File: config.mk
export PLATFORM = sky130hd
export DESIGN_NAME = sprite_path_mover
export DESIGN_NICKNAME = d
export VERILOG_FILES = /design/src/rtl/sprite_path_mover.sv
export SDC_FILE = /design/constraint.sdc
export NUM_CORES = 1
export LEC_CHECK = 0
export CAP_MARGIN = 20
export CORE_UTILIZATION = 55
export CTS_BUF_LIST = sky130_fd_sc_hd__clkbuf_4
export DETAILED_ROUTE_END_ITERATION = 7
export GPL_ROUTABILITY_DRIVEN = 1
export PLACE_DENSITY = 0.74
export SLEW_MARGIN = 30
export SYNTH_ARGS = -nofsm -noshare
export SYNTH_HDL_FRONTEND = slang
export SYNTH_SLANG_ARGS = --single-unit
File: constraint.sdc
create_clock -name clock -period 5.2 [get_ports clock]
set_clock_uncertainty 0.15 [all_clocks]
set_input_delay 1.56 -clock clock [delete_from_list [all_inputs] [get_ports clock]]
set_output_delay 1.56 -clock clock [all_outputs]
set_load 0.005 [all_outputs]
File: src/rtl/sprite_path_mover.sv
// Steps one sprite diagonally per tick, validating each step against a loadable path-segment table.
// Optional portal jump is compiled in when SPRITE_PORTAL_EN is defined.
module sprite_path_mover #(
   parameter int X_W      = 9,
   parameter int Y_W      = 8,
   parameter int NUM_SEG  = 8,
   parameter int TICK_DIV = 6250000,
   parameter int START_X  = 96,
   parameter int START_Y  = 222,
   localparam int SEG_W   = (NUM_SEG > 1) ? $clog2(NUM_SEG) : 1
) (
   input  logic               clock,
   input  logic               resetn,
   input  logic               move,
   input  logic [1:0]         dir,
   input  logic               cfg_we,
   input  logic [SEG_W-1:0]   cfg_idx,
   input  logic [3*X_W+1:0]   cfg_wdata,
   input  logic               erase_done,
   input  logic               draw_done,
`ifdef SPRITE_PORTAL_EN
   input  logic [X_W-1:0]     portal_src_x,
   input  logic [Y_W-1:0]     portal_src_y,
   input  logic [X_W-1:0]     portal_dst_x,
   input  logic [Y_W-1:0]     portal_dst_y,
`endif
   output logic [X_W-1:0]     x,
   output logic [Y_W-1:0]     y,
   output logic               erase_req,
   output logic               draw_req,
   output logic               busy,
   output logic               move_rejected
);

   localparam int CNT_W = (TICK_DIV > 1) ? $clog2(TICK_DIV) : 1;
   localparam logic [CNT_W-1:0] CNT_LAST = CNT_W'(TICK_DIV - 1);
   localparam logic [SEG_W-1:0] SEG_LAST = SEG_W'(NUM_SEG - 1);
   localparam logic [SEG_W:0]   SEG_CNT  = (SEG_W + 1)'(NUM_SEG);
   localparam int PAD = X_W + 1 - Y_W;

   typedef enum logic [2:0] {IDLE, CHECK, ERASE, UPDATE, DRAW} state_t;

   state_t           state, state_n;
   logic [SEG_W-1:0] seg_idx, idx_n;
   logic             rej_n;

   logic [CNT_W-1:0] tick_cnt;
   logic             tick;

   logic [NUM_SEG-1:0] seg_en;
   logic [NUM_SEG-1:0] seg_slope;
   logic [X_W-1:0]     seg_c    [NUM_SEG];
   logic [X_W-1:0]     seg_xmin [NUM_SEG];
   logic [X_W-1:0]     seg_xmax [NUM_SEG];

   logic [X_W-1:0] nx;
   logic [Y_W-1:0] ny;
   logic           step_ok;
   logic [X_W-1:0] cand_x, hit_x;
   logic [Y_W-1:0] cand_y, hit_y;
   logic           cand_ok;
   logic [X_W:0]   sum_xy, rhs_slope;
   logic           seg_hit, portal_hit;

   // Free-running movement tick, never restarted by moves
   always_ff @(posedge clock) begin
      if (!resetn)
         tick_cnt <= '0;
      else if (tick)
         tick_cnt <= '0;
      else
         tick_cnt <= tick_cnt + CNT_W'(1);
   end

   assign tick = (tick_cnt == CNT_LAST);

   // Table writes land only while idle so a scan never sees a half-updated entry
   always_ff @(posedge clock) begin
      if (!resetn) begin
         seg_en <= '0;
      end else if (cfg_we && state == IDLE && {1'b0, cfg_idx} < SEG_CNT) begin
         seg_en[cfg_idx]    <= cfg_wdata[3*X_W+1];
         seg_slope[cfg_idx] <= cfg_wdata[3*X_W];
         seg_c[cfg_idx]     <= cfg_wdata[3*X_W-1:2*X_W];
         seg_xmin[cfg_idx]  <= cfg_wdata[2*X_W-1:X_W];
         seg_xmax[cfg_idx]  <= cfg_wdata[X_W-1:0];
      end
   end

   // Candidate position; wrapping or landing on row/column 0 is never a legal step
   always_comb begin
      nx      = dir[0] ? x - X_W'(1) : x + X_W'(1);
      ny      = dir[1] ? y - Y_W'(1) : y + Y_W'(1);
      step_ok = !(dir[0] ? (x == '0) : (x == '1)) &&
                !(dir[1] ? (y == '0) : (y == '1)) &&
                (nx != '0) && (ny != '0);
   end

   always_comb begin
      sum_xy    = {1'b0, cand_x} + {{PAD{1'b0}}, cand_y};
      rhs_slope = {{PAD{1'b0}}, cand_y} + {1'b0, seg_c[seg_idx]};
      seg_hit   = seg_en[seg_idx] &&
                  (cand_x >= seg_xmin[seg_idx]) && (cand_x <= seg_xmax[seg_idx]) &&
                  (seg_slope[seg_idx] ? ({1'b0, cand_x} == rhs_slope)
                                      : (sum_xy == {1'b0, seg_c[seg_idx]}));
   end

`ifdef SPRITE_PORTAL_EN
   assign portal_hit = (seg_idx == '0) && (cand_x == portal_src_x) && (cand_y == portal_src_y);
   assign hit_x      = portal_hit ? portal_dst_x : cand_x;
   assign hit_y      = portal_hit ? portal_dst_y : cand_y;
`else
   assign portal_hit = 1'b0;
   assign hit_x      = cand_x;
   assign hit_y      = cand_y;
`endif

   always_comb begin
      state_n = state;
      idx_n   = seg_idx;
      rej_n   = 1'b0;
      case (state)
         IDLE: begin
            if (move && tick) begin
               state_n = CHECK;
               idx_n   = '0;
            end
         end
         CHECK: begin
            if (!cand_ok) begin
               state_n = IDLE;
               rej_n   = 1'b1;
            end else if (portal_hit || seg_hit) begin
               state_n = ERASE;
            end else if (seg_idx == SEG_LAST) begin
               state_n = IDLE;
               rej_n   = 1'b1;
            end else begin
               idx_n = seg_idx + SEG_W'(1);
            end
         end
         ERASE:   if (erase_done) state_n = UPDATE;
         UPDATE:  state_n = DRAW;
         DRAW:    if (draw_done) state_n = IDLE;
         default: state_n = IDLE;
      endcase
   end

   // Outputs are registered from the next state so they line up with the state register
   always_ff @(posedge clock) begin
      if (!resetn) begin
         state         <= IDLE;
         seg_idx       <= '0;
         x             <= X_W'(START_X);
         y             <= Y_W'(START_Y);
         cand_x        <= '0;
         cand_y        <= '0;
         cand_ok       <= 1'b0;
         erase_req     <= 1'b0;
         draw_req      <= 1'b0;
         busy          <= 1'b0;
         move_rejected <= 1'b0;
      end else begin
         state         <= state_n;
         seg_idx       <= idx_n;
         erase_req     <= (state_n == ERASE);
         draw_req      <= (state_n == DRAW);
         busy          <= (state_n != IDLE);
         move_rejected <= rej_n;
         if (state == IDLE && state_n == CHECK) begin
            cand_x  <= nx;
            cand_y  <= ny;
            cand_ok <= step_ok;
         end
         if (state == CHECK && state_n == ERASE) begin
            cand_x <= hit_x;
            cand_y <= hit_y;
         end
         if (state == UPDATE) begin
            x <= cand_x;
            y <= cand_y;
         end
      end
   end

endmodule

---- Word level (Yosys, flattened, before mapping) ----
Memories as Yosys holds them, arrays and structs flattened. A register that Yosys moved wholly into a read port is not among the register bits.
Index checks and enable logic that the tools add are counted.
cells by class
  muxes and demuxes ....................... 37
  bitwise gates (word level) .............. 2
  order comparisons ....................... 5
  reduce and logical (&&, ||, !) cells .... 25
  eq/ne operators ......................... 17
  add/subtract/negate cells ............... 8
operators by type and width
  kind                     count
  $mux W3                  16
  $add A23 B1 Y23 const B  1
  $eq A23 B23 Y1 const B   1
  $bwmux W8                2
  $pmux W3 S5              1
  $mux W1                  12
  $logic_and A1 B1 Y1      11
  $add A8 B9 Y10           1
  $add A9 B8 Y10           1
  $eq A10 B9 Y1            1
  $eq A9 B10 Y1            1
  $add A9 B1 Y9 const B    1
  $eq A3 B2 Y1 const B     3
  $eq A3 B3 Y1 const B     3
  $eq A9 B9 Y1 const B     1
  $ge A9 B9 Y1             1
  $le A9 B9 Y1             1
  $logic_not A9 Y1         1
  $mux W9                  1
  $reduce_bool A9 Y1       1
  $sub A9 B1 Y9 const B    1
  $add A8 B1 Y8 const B    1
  $eq A8 B8 Y1 const B     1
  $logic_not A8 Y1         1
  19 further kinds         29
word-level totals
  memories ................................ 3
  output and inout bits ................... 21
  RAM bits ................................ 216
  bits in registers ....................... 84
memories
  name      words  bits a word  read ports  clocked after Yosys merged registers in  wr ports  RTL line  RTL
  seg_c     8      9            1           1                                        1         52        logic [X_W-1:0] seg_c [NUM_SEG];
  seg_xmax  8      9            1           1                                        1         54        logic [X_W-1:0] seg_xmax [NUM_SEG];
  seg_xmin  8      9            1           1                                        1         53        logic [X_W-1:0] seg_xmin [NUM_SEG];

---- Depth between registers and ports, before layout ----
  depth in word-level cells ............... 12
  mapped depth ............................ 16
  mapped depth without buffers ............ 14

---- Worst setup path after synthesis ----
Ideal clock, no wire load.
  path type ............................... register to register
  start point ............................. reg with a tool-made name
  end point ............................... reg busy
  buffers on the path ..................... 3
  cell stages (with the launch flop) ...... 15
  setup slack ............................. 945 ps
  arrival ................................. 3985 ps
  setup time .............................. 120 ps
  cells stage by stage .................... dfxtp_1 > clkbuf_1 > buf_2 > buf_1 > mux4_2 > mux2i_1 > ha_1 > nand4_1 > or3_1 > a221oi_1 > nand4_1 > nor4_2 > a21oi_1 > and4_4 > a211o_1
RTL lines
  what                  RTL line  RTL
  to (signal assigned)  168       busy <= (state_n != IDLE);
  to (decl)             31        output logic busy,

==> qor.txt <==
F_max - 238 MHz
Leakage - 5.49 nW
Initial antenna violation count - 1
RSZ-0062 raised after global routing - no
Finish-stage setup viols - 0
Worst Setup End Kind - flop
Detail Route Antenna Nets - 0
Synth-to-Final Area Change - 14.8%
Fin nets - 1178
Mapped Area - 0.0136 mm²
Total iterations of the first detailed-routing run - 5
Count leader, synth - edfxtp_1
Clock root buffer - clkbuf_4
Resized Gates After CTS - 0
Flop and latch count out of synthesis - 303
Via Count - 8274
R2r setup slk - 0.99 ns
Post-synthesis cell count - 959
Total CTS buffers - 78
Worst Hold Depth - 1
Post-synth cell types - 66
Dominant synthesized flop cell - edfxtp_1
DR WL/cell - 18.7 µm
Kind of critical path - reg -> reg
Max-cap violations - 0
Power per cell area - 305 mW/mm²
Die Y - 159 µm
Vias per cell - 5.68
Final WL - 27200 µm
CTS tree - built
Synth area leaders - edfxtp_1, dfxtp_1, mux4_2
GP Congestion - 0.899
Setup bufs post-CTS - 0
CP Max Fanout - 27
Initial Util - 0.561
Initial DRC count - 557
Fin Setup TNS - 0 ns
Synth async-reset ratio - 0
Met3 Resource Use GR - 0.0409
IO Port Bufs - 60
Hold_sp - tick_cnt[0]
Syn Nets - 1055
Final min period - 4.21 ns
Peak supply drop - 298 µV
Status - completed
Boundary Pins - 61
Area of the multi-input gates - 0.00514 mm²
Synth top area share - 0.493
First-pass GRT wire length - 43600 µm
Sequential share of the synthesized area - 0.609
Largest net degree at the start of global routing - 57
Rows - 57
Period utilization - 0.809
GRT Max-Usage Layer - met2
R2r worst-path depth - 14
Max-slew headroom at the worst pin - 0.479
Worst Tran Pin Value - 0.780 ns
Vias in the first global route - 8378
Worst hold endpoint - tick_cnt[0]
Met1 usage - 0.298
Synth warn - 0
Share of layout cells above drive strength 1 - 0.189
CP startpoint kind - flop
Die width - 159 µm
Worst-Skew Late Latency - 0.69 ns
Total Routing Usage GR - 0.221
Most frequent cells after synthesis - edfxtp_1, dfxtp_1, nand2_1
Number of enable flip-flop cells after synthesis - 224
HPWL after detailed placement - 17100 µm
Gr ovfl total - 0
DRC violations left - 0
Cell taking the most area after synthesis - edfxtp_1
Met2 usage - 0.357
CTS Sinks - 303
H-Tree Depth - 3
Clk slew on worst S/H paths - 0.06 ns
RR Endpoint - busy
Core ar. - 0.0243 mm²
Maximum clock path buffer count - 3
Layout fillers - 1807
Crit path DAT - 4.60 ns
Mean Syn Cell Area - 14.2 µm²
Die footprint - 0.0254 mm²
WP data required - 5.60 ns
Worst Hold Class - reg -> reg
Number of hold violations in the final report - 0
Hold buffers post-CTS - 0
Slew Viols, Final - 0
Sequential standard cell area - 0.00831 mm²
Final Util - 0.644
[sequential cells by signal, summed over array words and instances (netlist names), 3 cells and up, named ones only]
signal	flops
cand_x	9
seg_en	8
seg_slope	8
cand_y	8
seg_xmax	72
seg_xmin	72
y	8
x	9
tick_cnt	23
seg_idx	3
seg_c	72
state	3
[power by group]
group	total (mW)	internal [mW]	leakage (nW)	switching, mW
Clock	2.00	1.10	0.588	0.903
Sequential	2.62	2.62	2.66	0.00665
Combinational	0.145	0.0608	2.24	0.0841
Total	4.77	3.78	5.49	0.994
[routing by layer]
layer  up-vias  wire [µm]
met1      4077      12300
met3        46       1220
met5         -          0
met2       204      13200
met4         0        495
li1       3947          -
[layout by cell type (no fill, tap or decap), drive strengths merged, types with 8 or more instances in the layout]
cell | netlist | routed
inv | 21 | 24
mux4 | 50 | 50
mux2 | 12 | 12
a21oi | 16 | 16
nor4 | 9 | 9
and2 | 13 | 13
nor2b | 21 | 21
buf | 12 | 18
clkinv | 0 | 11
ha | 52 | 52
o21ai | 34 | 34
nor3 | 11 | 11
nand2b | 8 | 8
xor2 | 29 | 29
a21boi | 17 | 17
a211oi | 8 | 8
nand3 | 27 | 27
nand4 | 15 | 15
xnor2 | 32 | 32
nand2 | 68 | 68
clkdlybuf4s50 | 0 | 60
clkbuf | 23 | 114
nor2 | 60 | 60
edfxtp | 224 | 224
dfxtp | 79 | 79
and3 | 11 | 11
mux2i | 38 | 38
[layout make-up]
| class | count | share of cell area |
|---|---|---|
| diodes | 1 | 0.000160 |
| clock inverters | 16 | 0.00815 |
| clock buffers | 114 | 0.0547 |
| inverters | 21 | 0.00503 |
| multi-input cells | 600 | 0.328 |
| flip-flops and latches | 303 | 0.531 |
| repair buffers | 78 | 0.0470 |
| well taps | 324 | 0.0259 |
[worst max-delay path, cell delays in order, from the launching register on]
cell and delay (ns):
dfxtp_2 0.76, mux4_2 0.34, mux2_4 0.17, ha_1 0.16, inv_1 0.05, fa_1 0.38, xor2_1 0.19, a221oi_1 0.25
o211ai_1 0.13, nor4_1 0.34, o211ai_1 0.17, nor4_2 0.39, a21oi_1 0.10, and4_4 0.24, a211o_1 0.27
[worst max path at each step]
stage               slack (ns)  cells after the start    from      end
CTS                       0.95                     13    flop     busy
finish                    0.99                     14    flop     busy
detailed placement        0.77                     10  dir[1]  cand_ok
global placement          0.83                     10  dir[1]  cand_ok
floorplan                 0.94                     14    flop     busy
global route              0.67                     14    flop     busy
[cell families after synthesis]
logic type | count (synthesis) | share of synthesized area
AND/OR/NAND/NOR | 269 | 0.101
multiplexers | 100 | 0.124
buffers and inverters | 56 | 0.0173
AO/OA/AOI/OAI | 114 | 0.0553
flip-flops | 303 | 0.609
adder cells (fa/ha/maj) | 56 | 0.0536
XOR/XNOR | 61 | 0.0397
[metrics by stage]
| stage | instance area [µm²] | hold WS [ns] | instances | worst slack, ns | total power [mW] |
|---|---|---|---|---|---|
| floorplan | 13600 | 0.280 | 959 | 0.945 | 2.74 |
| global placement | 14700 | 0.297 | 1326 | 0.833 | 2.82 |
| detailed placement | 14700 | 0.302 | 1326 | 0.771 | 2.82 |
| CTS | 15700 | 0.316 | 1456 | 0.952 | 4.84 |
| global route | 15700 | 0.357 | 1457 | 0.671 | 4.98 |
| finish | 15700 | 0.315 | 1457 | 0.993 | 4.77 |
Note: power is estimated with default switching activity, not from simulation.
